### config.mk
export PLATFORM = sky130hd
export DESIGN_NAME = qracc_csr_responder
export DESIGN_NICKNAME = d
export VERILOG_FILES = /design/src/rtl/qracc_csr_responder.sv
export SDC_FILE = /design/constraint.sdc
export NUM_CORES = 1
export LEC_CHECK = 0
export BUFFER_PORTS_ARGS = -buffer_cell sky130_fd_sc_hd__buf_2
export CAP_MARGIN = 40
export CORE_ASPECT_RATIO = 0.5
export CORE_MARGIN = 2
export CORE_UTILIZATION = 47
export CTS_CLUSTER_DIAMETER = 80
export DETAILED_ROUTE_END_ITERATION = 8
export GPL_ROUTABILITY_DRIVEN = 0
export PLACE_DENSITY_LB_ADDON = 0.25
export SYNTH_ARGS = -nofsm -noshare
export SYNTH_HDL_FRONTEND = slang
export SYNTH_SLANG_ARGS = --single-unit
### constraint.sdc
create_clock -name clk -period 7 [get_ports clk]
set_input_delay 1.05 -clock clk [delete_from_list [all_inputs] [get_ports clk]]
set_output_delay 1.05 -clock clk [all_outputs]
set_load 0.01 [all_outputs]
### src/rtl/qracc_csr_responder.sv
// qracc_csr_responder: QRAcc CSR bus responder; QRACC_CSR_PERF_COUNTER_EN adds the CSR7 busy-cycle counter
package qracc_csr_pkg;
  typedef struct packed {
    logic [31:0] data_in;
    logic [31:0] addr;
    logic        wen;
    logic        valid;
  } bus_req_t;
  typedef struct packed {
    logic        ready;
    logic [31:0] data_out;
    logic        rd_data_valid;
  } bus_resp_t;
  typedef logic [2:0] qracc_trigger_t;
  localparam qracc_trigger_t TRIGGER_IDLE = 3'd0;
  typedef struct packed {
    logic        binary_cfg;
    logic        unsigned_acts;
    logic [3:0]  adc_ref_range_shifts;
    logic [3:0]  filter_size_y;
    logic [3:0]  filter_size_x;
    logic [3:0]  stride_x;
    logic [3:0]  stride_y;
    logic [3:0]  n_input_bits_cfg;
    logic [3:0]  n_output_bits_cfg;
    logic [15:0] ifmap_dimx;
    logic [15:0] ifmap_dimy;
    logic [15:0] ofmap_dimx;
    logic [15:0] ofmap_dimy;
    logic [15:0] n_input_channels;
    logic [15:0] n_output_channels;
    logic [15:0] mapped_matrix_offset_x;
    logic [15:0] mapped_matrix_offset_y;
    logic [3:0]  padding;
    logic [7:0]  padding_value;
    logic        preserve_ifmap;
  } qracc_config_t;
endpackage

module qracc_csr_responder
  import qracc_csr_pkg::*;
#(
  parameter logic [31:0] BASE_ADDR = 32'h0000_0000,
  parameter bit          CFG_LOCK  = 1'b1
) (
  input  logic           clk,
  input  logic           rst,
  input  bus_req_t       bus_req_i,
  output bus_resp_t      bus_resp_o,
  input  logic           busy_i,
  input  logic [3:0]     ctrl_state_i,
  output qracc_config_t  cfg_o,
  output qracc_trigger_t trigger_o,
  output logic           clear_o,
  output logic           inst_write_mode_o
);
  localparam qracc_config_t CFG_RST = '{stride_x: 4'd1, stride_y: 4'd1, default: '0};
  logic [31:0] off, d, rd_val, rd_data_q;
  logic [2:0] idx;
  logic hit, ready, acc, wr, rd, wr0, cfg_wr, clr_d;
  logic rdy_q, rd_valid_q, clear_q, iwm_q;
  qracc_trigger_t trigger_q, trig_d;
  qracc_config_t cfg_q, cfg_d;
  logic [31:0] perf;
  assign off    = bus_req_i.addr - BASE_ADDR;
  assign hit    = off < 32'd32;
  assign idx    = off[4:2];
  assign d      = bus_req_i.data_in;
  assign ready  = rdy_q & ~rd_valid_q;
  assign acc    = bus_req_i.valid & ready;
  assign wr     = acc & bus_req_i.wen & hit;
  assign rd     = acc & ~bus_req_i.wen;
  assign wr0    = wr && idx == 3'd0;
  assign cfg_wr = wr && idx != 3'd0 && idx != 3'd7 && !(CFG_LOCK && busy_i);
  assign clr_d  = wr0 & d[3];
  assign trig_d = (wr0 && d[2:0] != 3'd0 && !busy_i && !d[3]) ? qracc_trigger_t'(d[2:0]) : TRIGGER_IDLE;
`ifdef QRACC_CSR_PERF_COUNTER_EN
  logic [31:0] perf_q;
  // clear zeroes the counter both at the write edge and during the pulse
  always_ff @(posedge clk or posedge rst)
    if (rst) perf_q <= '0;
    else if (clr_d || clear_q) perf_q <= '0;
    else if (busy_i && perf_q != 32'hFFFF_FFFF) perf_q <= perf_q + 32'd1;
  assign perf = perf_q;
`else
  assign perf = '0;
`endif
  always_comb begin
    cfg_d = cfg_q;
    if (wr0) cfg_d.preserve_ifmap = d[12];
    if (cfg_wr)
      case (idx)
        3'd1: begin
          cfg_d.binary_cfg           = d[0];
          cfg_d.unsigned_acts        = d[1];
          cfg_d.adc_ref_range_shifts = d[7:4];
          cfg_d.filter_size_y        = d[11:8];
          cfg_d.filter_size_x        = d[15:12];
          cfg_d.stride_x             = d[19:16];
          cfg_d.stride_y             = d[23:20];
          cfg_d.n_input_bits_cfg     = d[27:24];
          cfg_d.n_output_bits_cfg    = d[31:28];
        end
        3'd2: {cfg_d.ifmap_dimy, cfg_d.ifmap_dimx} = d;
        3'd3: {cfg_d.ofmap_dimy, cfg_d.ofmap_dimx} = d;
        3'd4: {cfg_d.n_output_channels, cfg_d.n_input_channels} = d;
        3'd5: {cfg_d.mapped_matrix_offset_y, cfg_d.mapped_matrix_offset_x} = d;
        3'd6: {cfg_d.padding_value, cfg_d.padding} = d[11:0];
        default: ;
      endcase
  end
  always_comb begin
    rd_val = '0;
    if (hit)
      case (idx)
        3'd0: rd_val = {19'd0, cfg_q.preserve_ifmap, ctrl_state_i, 2'd0, iwm_q, busy_i, 4'd0};
        3'd1: rd_val = {cfg_q.n_output_bits_cfg, cfg_q.n_input_bits_cfg, cfg_q.stride_y, cfg_q.stride_x,
                        cfg_q.filter_size_x, cfg_q.filter_size_y, cfg_q.adc_ref_range_shifts, 2'd0,
                        cfg_q.unsigned_acts, cfg_q.binary_cfg};
        3'd2: rd_val = {cfg_q.ifmap_dimy, cfg_q.ifmap_dimx};
        3'd3: rd_val = {cfg_q.ofmap_dimy, cfg_q.ofmap_dimx};
        3'd4: rd_val = {cfg_q.n_output_channels, cfg_q.n_input_channels};
        3'd5: rd_val = {cfg_q.mapped_matrix_offset_y, cfg_q.mapped_matrix_offset_x};
        3'd6: rd_val = {20'd0, cfg_q.padding_value, cfg_q.padding};
        default: rd_val = perf;
      endcase
  end
  always_ff @(posedge clk or posedge rst)
    if (rst) begin
      rdy_q      <= 1'b0;
      rd_valid_q <= 1'b0;
      rd_data_q  <= '0;
      trigger_q  <= TRIGGER_IDLE;
      clear_q    <= 1'b0;
      iwm_q      <= 1'b0;
      cfg_q      <= CFG_RST;
    end else begin
      rdy_q      <= 1'b1;
      rd_valid_q <= rd;
      rd_data_q  <= rd ? rd_val : '0;
      trigger_q  <= trig_d;
      clear_q    <= clr_d;
      if (wr0) iwm_q <= d[5];
      cfg_q      <= cfg_d;
    end
  assign bus_resp_o = '{ready: ready, data_out: rd_valid_q ? rd_data_q : 32'd0, rd_data_valid: rd_valid_q};
  assign cfg_o             = cfg_q;
  assign trigger_o         = trigger_q;
  assign clear_o           = clear_q;
  assign inst_write_mode_o = iwm_q;
endmodule

Word-level counts from Yosys, hierarchy flattened
Cells that the tools add are included.
{"block": "word_totals", "reg_bits": 210, "out_inout_bits": 210}
{"block": "classes", "reduce_logical": 18, "n_bitwise": 8, "n_mux": 5, "n_eq_ne": 7, "n_lt_le_gt_ge": 1}
{"cell": "$pmux W32 S7", "count": 1}
{"cell": "$mux W32", "count": 3}
{"cell": "$lt A32 B6 Y1 const B", "count": 1}
{"cell": "$reduce_and A2 Y1", "count": 6}
{"cell": "$eq A3 B3 Y1 const B", "count": 3}
{"cell": "$logic_and A1 B1 Y1", "count": 7}
{"cell": "$and A1 B1 Y1", "count": 6}
{"cell": "$eq A3 B2 Y1 const B", "count": 2}
{"cell": "$reduce_bool A3 Y1", "count": 2}
{"cell": "$eq A3 B1 Y1 const B", "count": 1}
{"cell": "$logic_not A3 Y1", "count": 1}
{"cell": "$mux W3", "count": 1}
{"cell": "$ne A3 B3 Y1 const B", "count": 1}
{"cell": "$logic_not A1 Y1", "count": 2}
{"cell": "$not A1 Y1", "count": 2}

Logic depth before layout (Yosys ltp)
Gate-level depths: netlist (run 1).
{"block": "logic_depth", "depth_word": 10, "ltp_mapped": 7, "ltp_nobuf": 4}

Least setup slack after synthesis (run 1)
Ideal clock, no wire load.
{"block": "synth_timing", "path_type": "in2reg", "start": "input port bus_req_i[6] (netlist name)", "end": "register cfg_q, in the netlist cfg_o[13]", "required_time_ps": 6875, "cell_stages": 7, "t_arrival_ps": 2647, "setup_time_ps": 125, "n_path_buf": 3, "setup_slack_ps": 4228, "cell_sequence": "buf_2 > nor2b_1 > clkbuf_1 > and2_0 > nor4b_4 > buf_4 > mux2_2"}
{"block": "synth_via", "elab_chain_cells": 6}
{"element": "start, declared", "line_no": "48", "source": "input bus_req_t bus_req_i,"}
{"element": "$lt A32 B6 Y1", "line_no": "66", "source": "assign hit = off < 32'd32;"}
{"element": "$and A1 B1 Y1", "line_no": "71", "source": "assign wr = acc & bus_req_i.wen & hit;"}
{"element": "$logic_and A1 B1 Y1 (3 in a row)", "line_no": "74", "source": "assign cfg_wr = wr && idx != 3'd0 && idx != 3'd7 && !(CFG_LOCK && busy_i);"}
{"element": "$reduce_and A2 Y1 (no source line) *"}
{"element": "end signal, assigned", "line_no": "144", "source": "cfg_q <= cfg_d;"}
{"element": "end, declared", "line_no": "63", "source": "qracc_config_t cfg_q, cfg_d;"}
Mark *: on every way between the ends. The rest lies on a longest branch, timed or not.
A chain may end at the register's enable or synchronous reset.

Worst setup path after layout (run 1)
{"block": "layout_timing", "start": "input port bus_req_i[6] (netlist name)", "end": "register cfg_q, in the netlist cfg_o[74]"}
The elaborated chain is that of the path after synthesis.

==> impl_results.md, run 1 <==
* Clock slew seen by the registers of the worst setup and hold paths at 0.06 ns
* Dpl hpwl at 18100 um
* Top-area cell type share of the netlist area at 55.6%
* Synthesized flop and latch total at 210
* Clk_lat worst skew at 0.50 ns
* Hold wc startpoint: cfg_o[152]
* Reg2reg path depth at 5
* GRT Residual Overflow at 0
* Post-Syn Area per Cell at 13.9 um2
* Starting Density at 48.0%
* Number of port buffers at between 200 and 300
* CTS tree: yes
* Cells after DPL at between 1000 and 1500
* VDD IR max at 0.000172 V
* Post-synthesis xor/xnor area fraction at 0%
* GRT Total Usage at 25.5%
* Post-synth top cells: 208 x dfrtp_1, 172 x mux2_2, 34 x and2_1, 28 x a21oi_1, 28 x nor2_1
* Critical Path End: cfg_o[74]
* RSZ-0062 raised after global routing: false
* Drt pass-1 iters at 4
* Area delta synth->final at 26.3%
* Syn nets at 748
* Htree depth at 1
* Complex-gate fraction of the synthesized area at under 10%
* Final Setup Violations at 0
* Final wirelength at 27000 um
* Top-level I/O count at 283
* Die height at roughly 100 um
* CTS Root Buffer Type: clkbuf_16
* Clk sink count at 210
* Final Hold Vio Count at 0
* Most common cell in the synthesized netlist: dfrtp_1
* Final Non-Filler Cells at 1233
* Post-synthesis cell count at 675
* Residual DRC count at 0
* Fmax at between 200 and 300 MHz
* Max-Cap Viols at 0
* ANT nets after route at 0
* Antenna diodes at 0
* Data required, critical path at between 7 and 8 ns
* Cell variety after synth at 45
* FFs w/ async S/R, synth at 100%
* Crit path launch: bus_req_i[6]
* Worst-path fanout max at 37
* Post-Synth Adder-Cell Area at 0%
* Via count at 6816
* Layout net count at a little over 1000
* Main synth FF type: dfrtp_1
* Leakage at 6.41 nW
* Die X at approximately 200 um
* Row Count at 36
* CP startpoint kind: input pin
* Vias per cell at 5.53
* First-pass GRT wire length at slightly above 40000 um
* Die ar. at 0.0211 mm2
* Mux contribution to synthesized area at between 20% and 30%
* Reg-to-reg endpoint: cfg_o[74]
* Top post-synthesis cells by area: dfrtp_1 56%, mux2_2 21%, mux2i_1 2.9%, and2_1 2.3%, a22oi_1 2.2%
* Initial antenna violation count at 0
* Worst Max-Slew Pin Slew at 0.832 ns
* Worst clock skew at 0.00738 ns
* Pwr dens at 208 mW/mm2
* WL/cell at 21.9 um
* Hold_buf cts at 0
* Largest net degree at the start of global routing at 88
* Post-synth EDFFs at 0
* Worst Path Arrival at 3.97 ns
* Final Max Slew Viols at 0
* CTS Buf Count at 20
* Setup TNS at 0 ns
* Core footprint at slightly below 0.02 mm2
* Max-Slew Margin vs Limit at 44.1%
* Layout cell share with drive strength beyond 1 at approximately 56%
* Violation count after the first detailed-route iteration at 350
* Largest family of logic cells by synthesized area: multiplexers
* Hold Path Stages at 1
* R2R setup slack at 4.16 ns
* Post_cts resized at 0
* Post-Syn Area at 0.00937 mm2
* Crit path time final at 3.59 ns
* Seq/Total Area, Yosys at 56.1%
* Vias in the first global route at 6947
* Worst Setup End Kind: register
* Reg2reg start: rd_valid_q
* Post-CTS setup buffer count at 0
* YS warnings at 0
* Status: completed
* Final critical-path share of the clock period at 51.2%
* Kind of critical path: input pin to register
* Synth area leader: dfrtp_1
* Synth Area in Simple Gates at under 10%
* Hold crit path type: register to register
* CTS Buffer Depth at 3
## per-layer routing
metal | wire [um] | up-vias | part of all wire, % | GRT usage, %
met5 | 0 | - | 0 | 0
met4 | 541 | 0 | 2.0 | 6.10
met3 | 1840 | 39 | 6.8 | 6.17
met2 | 12700 | 226 | 47 | 39.8
met1 | 11900 | 3527 | 44 | 36.0
li1 | - | 3024 | - | -
## metrics by stage
step	hold slack [ns]	power, mW	utilization (%)	setup WS [ns]	cell area [um2]
3_5_place_dp	0.510	1.36	57.2	2.92	11200
2_1_floorplan	0.548	1.29	-	0.216	9370
3_3_place_gp	0.492	1.35	56.3	2.43	11000
4_1_cts	0.525	2.49	60.7	3.45	11800
5_1_grt	0.544	2.55	60.7	3.36	11800
6_report	0.521	2.47	60.7	3.41	11800
## cell type report
| class | count | area [um2] |
|---|---|---|
| clock buffer | 32 | 637 |
| clock inverter | 3 | 40.0 |
| fill | 1627 | 7670 |
| inverter | 1 | 11.3 |
| multi-input combinational | 417 | 3880 |
| sequential | 210 | 5260 |
| tap | 266 | 333 |
| timing repair buffer | 304 | 1680 |
## layout by cell type (no fill, tap or decap), types with 3 or more instances in the layout
cell type / instances
nor2b_2: 3
buf_2: 281
o21ai_0: 4
a21oi_1: 28
nor2_1: 27
and3_1: 4
clkbuf_16: 21
mux2_1: 7
nand3_1: 5
a22oi_1: 27
dfrtp_1: 208
nor4b_4: 5
a31oi_1: 7
buf_16: 3
a211oi_2: 11
mux2i_1: 27
buf_4: 14
nand2b_1: 6
a221oi_1: 10
nor4_4: 5
and2_1: 34
clkbuf_8: 7
nor2b_1: 5
buf_8: 4
mux2_2: 172
o22a_1: 3
clkbuf_1: 4
## logic make-up (layout without fill, tap and decap cells)
logic type | Yosys count | after routing
and+or+nand+nor | 110 | 110
DFF | 210 | 210
AOI/OAI and AO/OA | 99 | 99
muxes | 207 | 207
other | 1 | 1
buffers and inverters | 48 | 340
## flip-flops by register name (all words and copies together) (netlist names)
signal             cells
inst_write_mode_o      1
rdy_q                  1
clear_o                1
rd_data_q             32
rd_valid_q             1
cfg_o                171
trigger_o              3
## critical path, stage by stage
cell	delay, ns
buf_2	0.07
buf_4	0.40
nor2b_2	0.26
buf_4	0.34
nand2b_1	0.14
nor4_4	0.71
buf_4	0.54
mux2_2	0.40
## worst min-delay path by stage
stage                         to  slack [ns]
floorplan             cfg_o[152]        0.55
global placement      cfg_o[138]        0.49
detailed placement    cfg_o[138]        0.51
CTS                   cfg_o[138]        0.52
global route        rd_data_q[7]        0.54
finish                cfg_o[152]        0.52
## report_power, final
group / internal (mW) / total, mW / switching, mW
sequential: 1.21 / 1.21 / 0.000234
clock: 0.659 / 1.13 / 0.471
combinational: 0.0356 / 0.121 / 0.0859
total: 1.91 / 2.47 / 0.557
Note: power is estimated with default switching activity, not from simulation.
==> run 2: changes to the inputs <==
--- a/config.mk
+++ b/config.mk
@@ -5,6 +5,7 @@
 export SDC_FILE = /design/constraint.sdc
 export NUM_CORES = 1
 export LEC_CHECK = 0
+export ABC_AREA = 1
 export BUFFER_PORTS_ARGS = -buffer_cell sky130_fd_sc_hd__buf_2
 export CAP_MARGIN = 40
 export CORE_ASPECT_RATIO = 0.5
==> constraint.sdc (replaced) <==
create_clock -name clk -period 2.9 [get_ports clk]
set_input_delay 0.435 -clock clk [delete_from_list [all_inputs] [get_ports clk]]
set_output_delay 0.435 -clock clk [all_outputs]
set_load 0.01 [all_outputs]
==> impl_results.md, run 2 <==
* Status: completed
* Sw power at 1.43 mW (+160%)
* Max-Cap Viols at 0 (unchanged)
* CTS Buf Count at 20 (unchanged)
* Drt pass-1 iters at 5 (+1)
* WL/cell at 18.8 um (-14%)
* First-pass GRT wire length at 52300 um (+27%)
* Top post-synthesis cells by area: dfrtp_1 52%, nand2_1 21%, nand4_1 13%, nor2_1 2.6%, inv_1 2.5%
* Commonest cells after routing, fill and taps aside: 550 x nand2_1, 280 x buf_2, 208 x dfrtp_1, 203 x nand4_1, 69 x nor2_1
* Seq/Total Area, Yosys at 52.8% (-3.3 points)
* Switching fraction of total power at 23.8% (+1.2 points)
* Post-Syn Area per Cell at 7.93 um2 (-43%)
* Clk sink count at 210 (unchanged)
* Clock share of power at 45.3% (-0.5 points)
* Post-synthesis cell count at 1255 (+86%)
* GR Util met2 at 45.9% (+6.1 points)
* RSZ-0062 raised after global routing: false
* Kind of cell adding the most delay to the critical path: buffers and inverters
* Syn nets at 1328 (+78%)
* Dpl hpwl at 21700 um (+20%)
* Hold crit path type: input pin to register
* Dpl cell area at 0.0116 mm2 (+4.0%)
* CP startpoint kind: register
* Post-Syn Area at 0.00996 mm2 (+6.3%)
* Max-Slew Margin vs Limit at 55.5% (+11 points)
* Worst Path Arrival at 1.65 ns (-2.32 ns)
* FFs w/ async S/R, synth at 100% (unchanged)
* GRT Total Usage at 29.4% (+3.9 points)
* Final Setup Violations at 0 (unchanged)
* Via count at 10100 (+48%)
* Final Max Slew Viols at 0 (unchanged)
* ANT nets after route at 0 (unchanged)
* Row Count at 37 (+2.8%)
* FF+latch area at 0.00526 mm2 (unchanged)
* Logic gate share of total power at 6.1% (+1.2 points)
* Crit path max-delay cell type: buf_4
* GR peak layer: met2
* Setup ws final at 0.816 ns (-2.60 ns)
* Area delta synth->final at 23.4%
* Vias in the first global route at 9476 (+36%)
* Design area at 0.0123 mm2 (+3.8%)
* Initial antenna violation count at 0 (unchanged)
* Number of port buffers at 280 (unchanged)
* Met1 Use GR at 41.9% (+5.9 points)
* Fill cell count at 1855 (+14%)
* Final wirelength at 33400 um (+24%)
* Vias per cell at 5.68 (+2.8%)
* Layout net count at 1567 (+53%)
* Top-area cell type share of the netlist area at 52.3% (-3.3 points)
* CTS Buffer Depth at 3 (unchanged)
* CTS tree: yes
* Seq pwr share at 48.6% (-0.6 points)
* Pwr dens at 491 mW/mm2 (+140%)
* Violation count after the first detailed-route iteration at 1034 (+200%)
* Crit path largest cell delay at 0.43 ns (-0.28 ns)
* Worst clock skew at 0.0127 ns (+0.00534 ns)
* Commonest non-fill, non-tap cell in the layout: nand2_1
* Top-level I/O count at 283 (unchanged)
* Die height at 107 um (+3.0%)
* Finished Core Util at 59.5% (-1.2 points)
* Kind of critical path: register to primary output
* Pre-CTS setup slack at 0.614 ns (-2.30 ns)
* Antenna diodes at 0 (unchanged)
* Area occupied by multi-input gates at 0.00395 mm2 (+1.9%)
* Starting Density at 48.2% (+0.19 points)
* Core footprint at 0.0206 mm2 (+5.9%)
* Post-CTS setup buffer count at 0 (unchanged)
* Die ar. at 0.0224 mm2 (+6.1%)
* Main synth FF type: dfrtp_1
* Largest net degree at the start of global routing at 113 (+28%)
* Worst Max-Slew Pin Slew at 0.666 ns (-0.166 ns)
* P_int at 4.60 mW (+140%)
* Final Hold Vio Count at 0 (unchanged)
* Die X at 210 um (+3.0%)
* Synthesized flop and latch total at 210 (unchanged)
* Worst-path fanout max at 33 (-11%)
* YS warnings at 0 (unchanged)
* Leakage at 7.26 nW (+13%)
* Clk_lat worst skew at 0.50 ns (about the same)
* GR Util met3 at 6.68% (+0.51 points)
* Post-synth EDFFs at 0 (unchanged)
* GRT Residual Overflow at 0 (unchanged)
* Final Non-Filler Cells at 1780 (+44%)
* Final critical-path share of the clock period at a little under three quarters
* Synth area leader: dfrtp_1
* VDD IR max at 0.000298 V (+73%)
* Crit path time final at about 2.1 ns
* Htree depth at 1 (unchanged)
* CTS Root Buffer Type: clkbuf_16
* Most common cell in the synthesized netlist: nand2_1
* Cell variety after synth at 22 (-51%)
* Layout cell share with drive strength beyond 1 at 23.8% (-32 points)
* Max reg flops at 171 (unchanged)
* Fmax at 480 MHz
* Clock slew seen by the registers of the worst setup and hold paths at 0.07 ns (about the same)
* WP buf/inv at 3 (-1)
* Cells after DPL at 1744 (+46%)
* Post-synth top cells: 550 x nand2_1, 208 x dfrtp_1, 203 x nand4_1, 69 x nor2_1, 65 x inv_1
* CP cell instances: buf_4 > nand2_1 > inv_1 > buf_2
* Worst Setup End Kind: primary output
* Residual DRC count at 0 (unchanged)
* Data required, critical path at 2.47 ns (-4.91 ns)
## run 2: cell types whose count changed after synthesis, sizes merged, moves of 12 or more
cell,previous run,this run
mux2,179,0
inv,1,65
mux2i,27,0
nand3,5,17
a22oi,27,0
nand4,2,203
nor2,28,71
buf,29,68
clkbuf,18,31
and2,36,1
a211oi,13,1
nand2,2,550
## run 2: per-layer routing
metal	vias up	routed length (um)
met5	-	0
met3	55	3430
li1	4593	-
met1	4946	14000
met4	0	583
met2	524	15300
## run 2: area by class of cell
type	instances	share of cell area, %
clock buffer	28	4.74
clock inverter	7	0.733
inverter	65	2.02
multi-input combinational	881	32.2
sequential	210	42.8
tap	273	2.78
timing repair buffer	316	14.7
## run 2: path summary, 6_finish.rpt
| path | from | end | slack [ns] | depth (start not counted) |
|---|---|---|---|---|
| worst max register to register | rd_valid_q | cfg_o[0] | 1.03 | 7 |
| min in group asynchronous | rst | rd_data_q[20] | 0.40 | 3 |
| worst max-delay path | rd_valid_q | bus_resp_o[24] | 0.82 | 4 |
| worst min register to register | cfg_o[149] | cfg_o[149] | 0.49 | 2 |
| worst min-delay path | bus_req_i[1] | rd_valid_q | 0.13 | 2 |
| max in group asynchronous | rst | cfg_o[33] | 1.66 | 5 |
## run 2: power by group through the flow
| stage | sequential, mW | clock (mW) | combinational (mW) |
|---|---|---|---|
| 6_report | 2.93 | 2.73 | 0.370 |
| 2_1_floorplan | 2.99 | 0 | 0.196 |
| 4_1_cts | 2.93 | 2.77 | 0.366 |
| 3_3_place_gp | 2.99 | 0 | 0.353 |
| 3_5_place_dp | 2.99 | 0 | 0.364 |
| 5_1_grt | 2.93 | 2.90 | 0.399 |
## run 2: through the flow
step | TNS, ns | hold WS, ns | power (mW)
final | 0 | 0.130 | 6.03
after global routing | 0 | 0.128 | 6.22
after CTS | 0 | 0.123 | 6.06
after detailed placement | 0 | 0.364 | 3.35
after global placement | 0 | 0.475 | 3.34
after floorplan | -54.41 | 0.478 | 3.18
## run 2: timing repair
item / 4_1_cts / 5_1_grt
setup endpoints to repair: 0 / 0
hold buffers: 1 / 0
hold endpoints to repair: 3 / 0
resized for setup: 0 / 0
## run 2: cells by family after synthesis
| family | synth area share (%) |
|---|---|
| AO/OA/AOI/OAI | 1.77 |
| buffers and inverters | 7.72 |
| flip-flops | 52.8 |
| other | 0.0377 |
| AND/OR/NAND/NOR | 37.7 |
